### src/rtl/pcs_pkg.sv
// Shared definitions for the 64b/66b receive block-sync path:
// sync-header codes, lock FSM states and descrambler taps.
package pcs_pkg;

   localparam logic [1:0] HDR_DATA = 2'b01;
   localparam logic [1:0] HDR_CTRL = 2'b10;

   localparam int PCS_DATA_W  = 64;
   localparam int SCR_TAP_A   = 39;
   localparam int SCR_TAP_B   = 58;
   localparam int SCR_STATE_W = SCR_TAP_B;

   typedef enum logic [1:0] {
      ST_HUNT      = 2'd0,
      ST_SLIP_WAIT = 2'd1,
      ST_LOCKED    = 2'd2
   } sync_state_e;

   function automatic logic hdr_is_valid(input logic [1:0] hdr);
      return (hdr == HDR_DATA) || (hdr == HDR_CTRL);
   endfunction

endpackage

### src/rtl/pcs_descrambler_64b.sv
// Self-synchronising x^58+x^39+1 descrambler, 64 bits per enabled word,
// bit 0 being the earliest bit on the line.
module pcs_descrambler_64b
   import pcs_pkg::*;
(
   input  logic                  i_clk,
   input  logic                  i_rst,
   input  logic                  i_en,
   input  logic [PCS_DATA_W-1:0] i_data,
   output logic [PCS_DATA_W-1:0] o_data
);

   logic [SCR_STATE_W-1:0]            state_q, state_d;
   logic [SCR_STATE_W+PCS_DATA_W-1:0] stream;

   // Low 58 bits are the previous scrambled bits, state_q[57] the most recent.
   always_comb begin
      stream = {i_data, state_q};
      o_data = '0;
      for (int i = 0; i < PCS_DATA_W; i++) begin
         o_data[i] = stream[SCR_STATE_W + i]
                   ^ stream[SCR_STATE_W + i - SCR_TAP_A]
                   ^ stream[SCR_STATE_W + i - SCR_TAP_B];
      end
      state_d = i_en ? stream[SCR_STATE_W+PCS_DATA_W-1 -: SCR_STATE_W] : state_q;
   end

   always_ff @(posedge i_clk or posedge i_rst) begin
      if (i_rst) state_q <= '0;
      else       state_q <= state_d;
   end

endmodule

### src/rtl/pcs_rx_block_sync.sv
// 64b/66b receive block synchroniser: hunts for sync-header lock, requests
// gearbox bitslips, monitors header errors while locked and descrambles payload.
module pcs_rx_block_sync
   import pcs_pkg::*;
#(
   parameter int P_LOCK_CNT  = 64,
   parameter int P_WIN       = 64,
   parameter int P_ERR_LIMIT = 16,
   parameter int P_SLIP_WAIT = 32,
   parameter int P_DESCRAMBLE = 1
) (
   input  logic        i_pcs_clk,
   input  logic        i_rst,
   input  logic        i_rx_valid,
   input  logic [1:0]  i_rx_header,
   input  logic [63:0] i_rx_data,
   output logic        o_slip,
   output logic        o_data_valid,
   output logic        o_pcs_head,
   output logic [63:0] o_pcs_data,
   output logic        o_block_lock,
   output logic [15:0] o_hdr_err_cnt
);

   localparam int GOOD_W = $clog2(P_LOCK_CNT + 1);
   localparam int WAIT_W = $clog2(P_SLIP_WAIT + 1);
   localparam int WIN_W  = $clog2(P_WIN + 1);
   localparam int ERR_W  = $clog2(P_ERR_LIMIT + 1);

   localparam logic [GOOD_W-1:0] LOCK_CNT_L  = GOOD_W'(P_LOCK_CNT);
   localparam logic [WAIT_W-1:0] WAIT_LAST_L = WAIT_W'(P_SLIP_WAIT - 1);
   localparam logic [WIN_W-1:0]  WIN_L       = WIN_W'(P_WIN);
   localparam logic [ERR_W-1:0]  ERR_LIMIT_L = ERR_W'(P_ERR_LIMIT);

   logic [1:0]        rst_sync_q, rst_sync_d;
   logic              rst_int;

   sync_state_e       state_q, state_d;
   logic [GOOD_W-1:0] good_cnt_q, good_cnt_d, good_inc;
   logic [WAIT_W-1:0] wait_cnt_q, wait_cnt_d;
   logic [WIN_W-1:0]  win_cnt_q, win_cnt_d, win_inc;
   logic [ERR_W-1:0]  err_cnt_q, err_cnt_d, err_inc;
   logic              slip_req;

   logic              hdr_ok;
   logic              word_bad;
   logic [63:0]       descr_data;
   logic [63:0]       payload;

   logic              slip_q, slip_d;
   logic              block_lock_q, block_lock_d;
   logic              data_valid_q, data_valid_d;
   logic              pcs_head_q, pcs_head_d;
   logic [63:0]       pcs_data_q, pcs_data_d;
   logic [15:0]       hdr_err_cnt_q, hdr_err_cnt_d;

   // Assertion reaches rst_int asynchronously; release is delayed two clocks.
   assign rst_sync_d = {rst_sync_q[0], 1'b0};

   always_ff @(posedge i_pcs_clk or posedge i_rst) begin
      if (i_rst) rst_sync_q <= 2'b11;
      else       rst_sync_q <= rst_sync_d;
   end

   assign rst_int  = rst_sync_q[1];
   assign hdr_ok   = hdr_is_valid(i_rx_header);
   assign word_bad = i_rx_valid && !hdr_ok;

   // Runs in every state so the descrambler is already aligned when lock is declared.
   pcs_descrambler_64b u_descrambler (
      .i_clk  (i_pcs_clk),
      .i_rst  (rst_int),
      .i_en   (i_rx_valid),
      .i_data (i_rx_data),
      .o_data (descr_data)
   );

   assign payload = (P_DESCRAMBLE != 0) ? descr_data : i_rx_data;

   // NOTE: sequential state is written only with non-blocking assignments.
   always_ff @(posedge i_pcs_clk or posedge rst_int) begin
      if (rst_int) begin
         state_q    <= ST_HUNT;
         good_cnt_q <= '0;
         wait_cnt_q <= '0;
         win_cnt_q  <= '0;
         err_cnt_q  <= '0;
      end else begin
         state_q    <= state_d;
         good_cnt_q <= good_cnt_d;
         wait_cnt_q <= wait_cnt_d;
         win_cnt_q  <= win_cnt_d;
         err_cnt_q  <= err_cnt_d;
      end
   end

   // NOTE: every always_comb output gets a default first, so no path infers a latch.
   always_comb begin
      state_d    = state_q;
      good_cnt_d = good_cnt_q;
      wait_cnt_d = wait_cnt_q;
      win_cnt_d  = win_cnt_q;
      err_cnt_d  = err_cnt_q;
      slip_req   = 1'b0;
      good_inc   = good_cnt_q + GOOD_W'(1);
      win_inc    = win_cnt_q + WIN_W'(1);
      err_inc    = hdr_ok ? err_cnt_q : err_cnt_q + ERR_W'(1);

      unique case (state_q)
         ST_HUNT: begin
            if (i_rx_valid) begin
               if (!hdr_ok) begin
                  slip_req   = 1'b1;
                  good_cnt_d = '0;
                  wait_cnt_d = '0;
                  state_d    = ST_SLIP_WAIT;
               end else if (good_inc == LOCK_CNT_L) begin
                  good_cnt_d = '0;
                  win_cnt_d  = '0;
                  err_cnt_d  = '0;
                  state_d    = ST_LOCKED;
               end else begin
                  good_cnt_d = good_inc;
               end
            end
         end

         ST_SLIP_WAIT: begin
            if (wait_cnt_q == WAIT_LAST_L) begin
               wait_cnt_d = '0;
               good_cnt_d = '0;
               state_d    = ST_HUNT;
            end else begin
               wait_cnt_d = wait_cnt_q + WAIT_W'(1);
            end
         end

         ST_LOCKED: begin
            if (i_rx_valid) begin
               // Unlock wins over the window wrap when both land on the same word.
               if (!hdr_ok && (err_inc == ERR_LIMIT_L)) begin
                  slip_req   = 1'b1;
                  win_cnt_d  = '0;
                  err_cnt_d  = '0;
                  wait_cnt_d = '0;
                  state_d    = ST_SLIP_WAIT;
               end else if (win_inc == WIN_L) begin
                  win_cnt_d = '0;
                  err_cnt_d = '0;
               end else begin
                  win_cnt_d = win_inc;
                  err_cnt_d = err_inc;
               end
            end
         end

         default: state_d = ST_HUNT;
      endcase
   end

   always_comb begin
      slip_d        = slip_req;
      block_lock_d  = (state_d == ST_LOCKED);
      data_valid_d  = (state_q == ST_LOCKED) && i_rx_valid && hdr_ok;
      pcs_head_d    = pcs_head_q;
      pcs_data_d    = pcs_data_q;
      hdr_err_cnt_d = hdr_err_cnt_q;

      if (data_valid_d) begin
         pcs_head_d = (i_rx_header == HDR_CTRL);
         pcs_data_d = payload;
      end

      if ((state_q == ST_LOCKED) && word_bad && (hdr_err_cnt_q != 16'hFFFF)) begin
         hdr_err_cnt_d = hdr_err_cnt_q + 16'd1;
      end
   end

   always_ff @(posedge i_pcs_clk or posedge rst_int) begin
      if (rst_int) begin
         slip_q        <= 1'b0;
         block_lock_q  <= 1'b0;
         data_valid_q  <= 1'b0;
         pcs_head_q    <= 1'b0;
         pcs_data_q    <= '0;
         hdr_err_cnt_q <= '0;
      end else begin
         slip_q        <= slip_d;
         block_lock_q  <= block_lock_d;
         data_valid_q  <= data_valid_d;
         pcs_head_q    <= pcs_head_d;
         pcs_data_q    <= pcs_data_d;
         hdr_err_cnt_q <= hdr_err_cnt_d;
      end
   end

   assign o_slip        = slip_q;
   assign o_block_lock  = block_lock_q;
   assign o_data_valid  = data_valid_q;
   assign o_pcs_head    = pcs_head_q;
   assign o_pcs_data    = pcs_data_q;
   assign o_hdr_err_cnt = hdr_err_cnt_q;

endmodule

### config.mk
export PLATFORM = sky130hd
export DESIGN_NAME = pcs_rx_block_sync
export DESIGN_NICKNAME = d
export VERILOG_FILES = /design/src/rtl/pcs_pkg.sv /design/src/rtl/pcs_descrambler_64b.sv /design/src/rtl/pcs_rx_block_sync.sv
export SDC_FILE = /design/constraint.sdc
export NUM_CORES = 1
export LEC_CHECK = 0
export ABC_AREA = 1
export CORE_MARGIN = 10
export CORE_UTILIZATION = 58
export CTS_BUF_LIST = sky130_fd_sc_hd__clkbuf_8 sky130_fd_sc_hd__clkbuf_16
export DETAILED_ROUTE_END_ITERATION = 10
export PLACE_DENSITY_LB_ADDON = 0.08
export SKIP_CTS_REPAIR_TIMING = 1
export SKIP_LAST_GASP = 1
export SLEW_MARGIN = 20
export SYNTH_ARGS = -nofsm -noshare
export SYNTH_HDL_FRONTEND = slang
export SYNTH_HIERARCHICAL = 1
export SYNTH_SLANG_ARGS = --single-unit
### constraint.sdc
create_clock -name i_pcs_clk -period 5.5 [get_ports i_pcs_clk]
set_input_delay 1.1 -clock i_pcs_clk [delete_from_list [all_inputs] [get_ports i_pcs_clk]]
set_output_delay 1.1 -clock i_pcs_clk [all_outputs]
set_load 0.02 [all_outputs]
==> results of run 1 <==
## kinds of logic (layout without fill, tap and decap cells)
family | Yosys count | count (layout) | synth area share
other | 1 | 4 | 0.000402
and+or+nand+nor | 857 | 857 | 0.364
AOI/OAI and AO/OA | 89 | 89 | 0.0502
DFF | 171 | 171 | 0.459
adders and majority gates | 6 | 6 | 0.00805
xor gates and xnor gates | 20 | 20 | 0.0188
buffers and inverters | 206 | 362 | 0.0998
## through the flow
stage	std cells	cell area [sq um]	util	total power, mW	hold WS, ps
floorplan	1350	9330	-	1.67	345
global placement	1690	10900	0.687	1.80	349
detailed placement	1690	10900	0.687	1.81	351
CTS	1722	11400	0.722	2.94	361
global route	1724	11400	0.722	3.07	369
finish	1725	11400	0.722	2.92	359
## critical path, delay by kind of cell
family / cells / cell delay [ps]
and+or+nand+nor: 7 / 780
adders and majority gates: 1 / 500
buffers and inverters: 2 / 490
AOI/OAI and AO/OA: 2 / 240
## final timing paths
check	from	to	slack [ps]	cells past startpoint
setup / recovery	i_rx_header[0]	wait_cnt_q[0]	2670	12
hold / removal	rst_sync_q[0]	rst_sync_q[1]	360	0
setup reg to reg	state_q[0]	o_pcs_data[27]	3560	8
hold reg to reg	rst_sync_q[0]	rst_sync_q[1]	360	0
max in group asynchronous	rst_sync_q[1]	o_hdr_err_cnt[14]	3870	2
min in group asynchronous	rst_sync_q[1]	o_pcs_data[0]	380	1
## layout make-up
cell class,instances,area share
Antenna cell,3,0.000657
Clock buffer,19,0.0396
Clock inverter,13,0.00832
Inverter,174,0.0576
Multi-Input combinational cell,973,0.360
Sequential cell,171,0.375
Tap cell,216,0.0236
Timing Repair Buffer,156,0.135
## registers in the layout (all words and copies together), names as in the netlist
signal / cells
o_pcs_data: 64
u_descrambler/state_q: 58
o_hdr_err_cnt: 16
good_cnt_q: 7
win_cnt_q: 7
wait_cnt_q: 6
err_cnt_q: 5
rst_sync_q: 2
state_q: 2
o_block_lock: 1
o_data_valid: 1
o_pcs_head: 1
o_slip: 1
## synthesized netlist by cell type, types with 3 or more instances
cell type | count | area [sq um]
nand2_2 | 7 | 43.8
buf_6 | 18 | 203
nor2_1 | 47 | 176
ha_1 | 6 | 75.1
a21oi_1 | 3 | 15.0
o21ai_1 | 21 | 105
buf_2 | 9 | 45.0
dfrtp_1 | 169 | 4230
xor2_1 | 13 | 114
nor3_1 | 7 | 35.0
buf_4 | 3 | 22.5
nand3_1 | 89 | 445
inv_2 | 4 | 15.0
o21ai_0 | 61 | 305
inv_1 | 170 | 638
nand2_1 | 698 | 2620
xnor2_1 | 7 | 61.3
## per-layer routing
layer	vias up	track usage	wire, microns
met1	4059	0.272	10300
met3	25	0.0630	1690
met4	2	0.0921	463
li1	4390	-	-
met2	254	0.389	12300
met5	-	0	13
## cells in the final DEF (no fill, tap or decap), types with 6 or more instances in the layout
cell / n
clkbuf_16: 17
clkdlybuf4s50_1: 151
dfrtp_1: 169
ha_1: 6
inv_1: 169
nand2_1: 698
nand2_2: 7
nand3_1: 89
nor2_1: 47
nor3_1: 7
o21ai_0: 61
o21ai_1: 21
xnor2_1: 7
xor2_1: 13
## power by group
group          internal, mW  leakage [nW]  switching [mW]
Sequential             1.32          2.24          0.0522
Combinational         0.159          3.82           0.264
Clock                 0.604         0.260           0.522
==> summary.txt, run 1 <==
Clock Latency Late Sink - 430 ps
crit path DAT - 3120 ps
wire length per cell - 14.4 microns
Die Area - 0.0216 sq mm
Initial Util - 0.589
Leak Pwr - 6.32 nW
vias in the first global route - 8366
final setup TNS - 0 ps
CTS max path bufs - 2
Via density - 5.06
CP required - 5790 ps
multi-input logic area - 0.00412 sq mm
clock skew - 9.44 ps
synthesized instance count - 1350
drt first pass iters - 7
Fmax - 353 MHz
Avg Cell Area, Syn - 6.91 sq um
endpoints failing setup - 0
register area share after synthesis - 0.459
Slew @ Worst Pin - 1050 ps
synth warn - 6
Total Routing Usage GR - 0.230
CP Max Fanout - 10
Die X - 147 microns
PD cells - 256 mW/mm^2
TritonCTS clock tree - done
Worst setup EP type - flop
CTS Buf Count - 17
crit path time final - 2830 ps
worst min path class - reg -> reg
maximum vdd drop - 232 uV
post-route setup slack - 2670 ps
synth unique cells - 31
CP Class - in -> reg
WL final - 24.8 mm
Final Hold Vio Count - 0
GP Congestion - 0.962
initial antenna violation count - 4
number of synthesized flops with an enable pin - 0
row cnt - 46
CP dominant cell by count - nand2_1
DR vias - 8730
CTS sink count - 171
Max Slew Vio Count - 0
Slowest-stage cell, CP - ha_1
clk slew on worst S/H paths - 70 ps
unrepaired setup endpoints after global routing - false
Layout fillers - 1319
Port-buffer cells - 152
worst path cell trace - clkdlybuf4s50_1 > inv_1 > ha_1 > nand2_1 > o21ai_0 > nand2_1 > nor2_1 > nand2_2 > nand2_4 > nand2_2 > nand2_1 > o21ai_0
max-capacitance violation count - 0
status - complete, no violations
GR Overflow Total - 0
flip-flop and latch area - 0.00428 sq mm
die height - 147 microns
ys flop type - dfrtp_1
area grow syn2layout - 22.6%
DRT iter0 DRCs - 577
Total Nets Final - 1568
first-pass GRT wire length - 40.4 mm
syn nets - 1425
largest net degree at the start of global routing - 117
pre-CTS WS - 2250 ps
Core ar. - 0.0158 sq mm
layout cells sized above 1 - 0.0385
Root Driver - clkbuf_16
period utilisation layout - 0.515
DRC - 0
#FFs+latches synth - 171
antenna-violating nets left - 0
I/O Pins - 153
Async SR Flop Fraction - 1.00
CP max stage delay - 500 ps
# H-tree levels - 4
Relative slew margins - 0.301
DP Wirelength - 18.0 mm
crit start category - primary input
Post-Syn Area - 0.00933 sq mm
Note: power is estimated with default switching activity, not from simulation.
==> run 2, diff against run 1 <==
--- a/config.mk
+++ b/config.mk
@@ -7,7 +7,7 @@
 export LEC_CHECK = 0
 export ABC_AREA = 1
 export CORE_MARGIN = 10
-export CORE_UTILIZATION = 58
+export CORE_UTILIZATION = 49
 export CTS_BUF_LIST = sky130_fd_sc_hd__clkbuf_8 sky130_fd_sc_hd__clkbuf_16
 export DETAILED_ROUTE_END_ITERATION = 10
 export PLACE_DENSITY_LB_ADDON = 0.08
==> constraint.sdc (replaced) <==
create_clock -name i_pcs_clk -period 2.4 [get_ports i_pcs_clk]
set_input_delay 0.48 -clock i_pcs_clk [delete_from_list [all_inputs] [get_ports i_pcs_clk]]
set_output_delay 0.48 -clock i_pcs_clk [all_outputs]
set_load 0.02 [all_outputs]
==> run 2 against run 1 <==
  * Routed wire length up 1.9%
  * Largest power group unchanged
  * Via count down 1.3%
  * Register-to-register slack worse by 2900 ps
  * Critical path depth unchanged
  * Setup slack worse by 2300 ps
==> summary.txt, run 2 (synthesis results as in run 1) <==
Area after DPL - 0.0111 sq mm (+2.0%)
Fmax - 485 MHz
I/O Pins - 153 (unchanged)
max-capacitance violation count - 0 (unchanged)
antenna-violating nets left - 0 (unchanged)
Final Hold Vio Count - 0 (unchanged)
leading cell type in the layout, fill and taps excluded - nand2_1
vias in the first global route - 8335 (-0.37%)
initial antenna violation count - 3 (-1)
Die X - 158 microns (+7.6%)
DRT iter0 DRCs - 501 (-13%)
endpoints failing setup - 0 (unchanged)
Max Slew Vio Count - 0 (unchanged)
most frequent cells in the layout - nand2_1 (698), inv_1 (169), dfrtp_1 (169)
area grow syn2layout - 25.3%
Clock Latency Late Sink - 440 ps (about the same)
DRC - 0 (unchanged)
first-pass GRT wire length - 40.8 mm (+1.1%)
Leak Pwr - 6.44 nW (+1.9%)
maximum vdd drop - 510 uV (+120%)
die height - 158 microns (+7.6%)
row cnt - 50 (+8.7%)
Worst setup EP type - flop
PD cells - 591 mW/mm^2 (+130%)
Total Routing Usage GR - 0.207 (-0.0230)
# H-tree levels - 4 (unchanged)
GP Congestion - 0.935 (-2.8%)
Relative slew margins - 0.485 (+0.184)
GR Overflow Total - 0 (unchanged)
Total Nets Final - 1582 (+0.89%)
TritonCTS clock tree - done
clock skew - 14.4 ps (+4.98 ps)
Port-buffer cells - 152 (unchanged)
CTS sink count - 171 (unchanged)
CTS Buf Count - 17 (unchanged)
crit start category - primary input
wire length per cell - 14.4 microns (+0.20%)
Layout fillers - 1692 (+28%)
drt first pass iters - 5 (-2)
max reg flops - 64 (unchanged)
hold slack - 336 ps (-22.8 ps)
Initial Util - 0.499 (-0.0906)
CP Class - in -> reg
worst min path class - reg -> async
CTS max path bufs - 2 (unchanged)
DR vias - 8617 (-1.3%)
fin area - 0.0117 sq mm (+2.2%)
crit path time final - 2060 ps
CP Max Fanout - 8 (-2)
DP Wirelength - 19.0 mm (+5.1%)
layout cells sized above 1 - 0.0474 (+0.00886)
Via density - 4.91 (-3.0%)
Die Area - 0.0249 sq mm (+16%)
CP required - 2690 ps (-3100 ps)
crit path DAT - 2350 ps (-770 ps)
unrepaired setup endpoints after global routing - false
Core ar. - 0.0187 sq mm (+18%)
status - complete, no violations
WL final - 25.2 mm (+1.9%)
clk slew on worst S/H paths - 70 ps (about the same)
Slew @ Worst Pin - 772 ps (-276 ps)
period utilisation layout - 0.860
largest net degree at the start of global routing - 118 (+0.85%)
Root Driver - clkbuf_16
==> run 2: final cells by class <==
type                            instances  area [sq um]  area share
Inverter                              174           657      0.0562
Clock inverter                         15           163      0.0139
Clock buffer                           17           425      0.0364
Timing Repair Buffer                  170          1740       0.149
Antenna cell                            1          2.50    0.000214
Sequential cell                       171          4280       0.367
Multi-Input combinational cell        973          4120       0.353
Tap cell                              234           293      0.0251
==> run 2: worst max-delay path, stage by stage <==
cell and delay (ps):
clkdlybuf4s50_1 450, inv_1 40, ha_1 440, nand2_1 110, o21ai_0 170, nand2_1 100
nor2_1 120, nand2_2 100, nand2_4 90, nand2_2 90, nand2_1 80, o21ai_0 80
==> run 2: path summary, 6_finish.rpt <==
path                            slack [ps]                   endpoint             start  depth (start not counted)
min in group i_pcs_clk                 360              rst_sync_q[1]     rst_sync_q[0]                          0
worst max-delay path                   340              wait_cnt_q[5]    i_rx_header[0]                         12
max in group asynchronous             1270  u_descrambler/state_q[42]     rst_sync_q[1]                          2
worst max register to register         640          o_hdr_err_cnt[12]  o_hdr_err_cnt[0]                          8
worst min register to register         340             o_pcs_data[12]     rst_sync_q[1]                          2
worst min-delay path                   340             o_pcs_data[12]     rst_sync_q[1]                          2
==> run 2: where the power goes <==
group | switching, mW | internal [mW]
combinational | 0.594 | 0.376
sequential | 0.115 | 3.03
clock | 1.23 | 1.55
total | 1.94 | 4.96
==> run 2: layer usage <==
metal / vias to the layer above / wire length [microns] / part of all wire / global-route usage
met5: - / 27 / 0.0011 / 0
met4: 4 / 436 / 0.017 / 0.0578
met3: 29 / 1420 / 0.056 / 0.0548
met2: 190 / 12400 / 0.49 / 0.356
met1: 3990 / 11000 / 0.43 / 0.251
li1: 4404 / - / - / -
==> run 2: per-stage QoR <==
step	utilization	power, mW	TNS (ps)	std cells	setup slack (ps)
2_1_floorplan	-	3.82	0	1350	565
3_3_place_gp	0.593	4.15	-288	1722	-34.8
3_5_place_dp	0.593	4.17	-689	1722	-72.6
4_1_cts	0.624	6.98	0	1754	358
5_1_grt	0.624	7.25	0	1754	65.3
6_report	0.624	6.90	0	1755	336
==> run 3, diff against run 2 <==
--- a/config.mk
+++ b/config.mk
@@ -7,7 +7,7 @@
 export LEC_CHECK = 0
 export ABC_AREA = 1
 export CORE_MARGIN = 10
-export CORE_UTILIZATION = 49
+export CORE_UTILIZATION = 58
 export CTS_BUF_LIST = sky130_fd_sc_hd__clkbuf_8 sky130_fd_sc_hd__clkbuf_16
 export DETAILED_ROUTE_END_ITERATION = 10
 export PLACE_DENSITY_LB_ADDON = 0.08
==> constraint.sdc (replaced) <==
create_clock -name i_pcs_clk -period 2.5 [get_ports i_pcs_clk]
set_input_delay 0.5 -clock i_pcs_clk [delete_from_list [all_inputs] [get_ports i_pcs_clk]]
set_output_delay 0.5 -clock i_pcs_clk [all_outputs]
set_load 0.02 [all_outputs]
==> run 3 against run 2 <==
  * Sequential power fell by 4%
  * Clock power barely moved
  * Register-to-register slack improved by 40 ps
  * Count of clock-buffer cells in the layout rose by 1
  * First-iteration DRC count rose by 9.6%
  * Critical path depth fell by 2
  * Sequential cell count did not move
  * Highest routed layer is now met4
==> summary.txt, run 3 (synthesis results as in run 1) <==
unrepaired setup endpoints after global routing - false
Layout Utilization - 0.738 (+0.113)
DRT iter0 DRCs - 549 (+9.6%)
Fmax - 472 MHz
I/O Pins - 153 (unchanged)
Slowest-stage cell, CP - clkdlybuf4s50_1
largest net degree at the start of global routing - 117 (-0.85%)
Root Driver - clkbuf_16
Leak Pwr - 6.45 nW (+0.16%)
Area after DPL - 0.0111 sq mm (-0.36%)
worst path cell trace - clkdlybuf4s50_1 > inv_1 > ha_1 > nand3_1 > nand2_1 > nand3_1 > nor2_1 > nand2_2 > o21ai_0 > nand2_1
Die X - 147 microns (-7.1%)
internal power - 4.96 mW (about the same)
Final Hold Vio Count - 0 (unchanged)
Core ar. - 0.0158 sq mm (-15%)
wire length per cell - 14.4 microns (-0.11%)
first-pass GRT wire length - 40.7 mm (-0.30%)
area grow syn2layout - 25.2% (about the same)
PD cells - 578 mW/mm^2 (-2.1%)
max-capacitance violation count - 0 (unchanged)
vias in the first global route - 8448 (+1.4%)
antenna-violating nets left - 0 (unchanged)
worst min path class - reg -> async
Port-buffer cells - 152 (unchanged)
maximum vdd drop - 559 uV (+9.6%)
Total Routing Usage GR - 0.231 (+0.0236)
switching pwr - 1.79 mW (-7.8%)
Layout fillers - 1298 (-23%)
endpoints failing setup - 0 (unchanged)
GP Congestion - 0.901 (-3.7%)
GR Overflow Total - 0 (unchanged)
initial antenna violation count - 1 (-2)
most frequent cells in the layout - nand2_1 (698), inv_1 (172), dfrtp_1 (169)
TritonCTS clock tree - done
Sw Ratio - 0.265 (-0.0162)
WL final - 24.9 mm (-1.4%)
CTS max path bufs - 2 (unchanged)
status - complete, no violations
CP Class - in -> reg
crit path DAT - 2420 ps (+70 ps)
drt first pass iters - 7 (+2)
Logic pwr share - 0.138 (-0.003)
row cnt - 46 (-8.0%)
final setup TNS - 0 ps (unchanged)
CTS Buf Count - 17 (unchanged)
Slew @ Worst Pin - 658 ps (-114 ps)
DR vias - 8771 (+1.8%)
Clk pwr share - 0.413 (+0.009)
clock skew - 10.9 ps (-3.56 ps)
Relative slew margins - 0.560 (+0.0754)
Max Slew Vio Count - 0 (unchanged)
CTS sink count - 171 (unchanged)
Clock Latency Late Sink - 430 ps (about the same)
R2R setup slack - 680 ps (+40 ps)
max reg flops - 64 (unchanged)
DRC - 0 (unchanged)
Initial Util - 0.589 (+0.0906)
fin area - 0.0117 sq mm (about the same)
post-route setup slack - 382 ps (+46.1 ps)
CP required - 2810 ps (+120 ps)
period utilisation layout - 0.847
Via density - 5.06 (+3.1%)
layout cells sized above 1 - 0.0429 (-0.00449)
DP Wirelength - 18.2 mm (-4.2%)
CP max stage delay - 450 ps (about the same)
pre-CTS WS - -22.1 ps (+50.5 ps)
Worst setup EP type - flop
clk slew on worst S/H paths - 60 ps (about the same)
sequential share of power - 0.448 (-0.008)
crit start category - primary input
Die Area - 0.0216 sq mm (-14%)
leading cell type in the layout, fill and taps excluded - nand2_1
die height - 147 microns (-7.1%)
crit path time final - 2120 ps
# H-tree levels - 4 (unchanged)
CP Max Fanout - 9 (+1)
Total Nets Final - 1578 (-0.25%)
run 3: changes by cell type in the layout (fill, tap and decap cells not counted), sizes merged:
cell,change
clkbuf,+1
inv,-2
bufinv,+2
clkinv,-1
buf,-4
run 3: worst paths after layout:
check / from / cells past startpoint / endpoint
worst max-delay path: i_rx_header[0] / 10 / o_block_lock
worst min-delay path: rst_sync_q[1] / 2 / o_pcs_data[6]
worst max register to register: good_cnt_q[0] / 10 / err_cnt_q[3]
worst min register to register: rst_sync_q[1] / 2 / o_pcs_data[6]
max in group asynchronous: rst_sync_q[1] / 2 / u_descrambler/state_q[16]
min in group i_pcs_clk: rst_sync_q[0] / 0 / rst_sync_q[1]
run 3: worst max-delay path: cells and delay by family:
kind                       cells  cell delay, ps
adders and majority gates      1             430
and+or+nand+nor                6             700
AOI/OAI and AO/OA              1             280
buffers and inverters          2             490
run 3: cell type report:
type                       instances  area [sq um]  share of cell area
sequential                       171          4280               0.367
multi-input combinational        973          4120               0.353
timing repair buffer             166          1720               0.148
inverter                         174           657              0.0563
clock buffer                      18           439              0.0376
tap                              216           270              0.0232
clock inverter                    14           181              0.0155
antenna                            1          2.50            0.000214
run 3: stage by stage:
stage               hold slack [ps]  cells  power [mW]
finish                          357   1733        6.75
global route                    360   1732        7.05
CTS                             359   1732        6.77
detailed placement              350   1700        3.99
global placement                349   1700        3.96
floorplan                       345   1350        3.67
run 3: routing by layer:
metal / up-vias / global-route usage / share of wire / routed length, microns
li1: 4397 / - / - / -
met1: 4097 / 0.257 / 0.40 / 9980
met2: 237 / 0.407 / 0.51 / 12600
met3: 40 / 0.0709 / 0.068 / 1700
met4: 0 / 0.0836 / 0.025 / 633
met5: - / 0 / 0 / 0
run 3: power groups by stage:
stage	logic [mW]	registers, mW	clock network [mW]
after floorplan	0.622	3.05	0
final	0.933	3.03	2.79
after detailed placement	0.920	3.07	0
after global routing	1.07	3.04	2.95
after CTS	0.931	3.02	2.82
after global placement	0.892	3.07	0
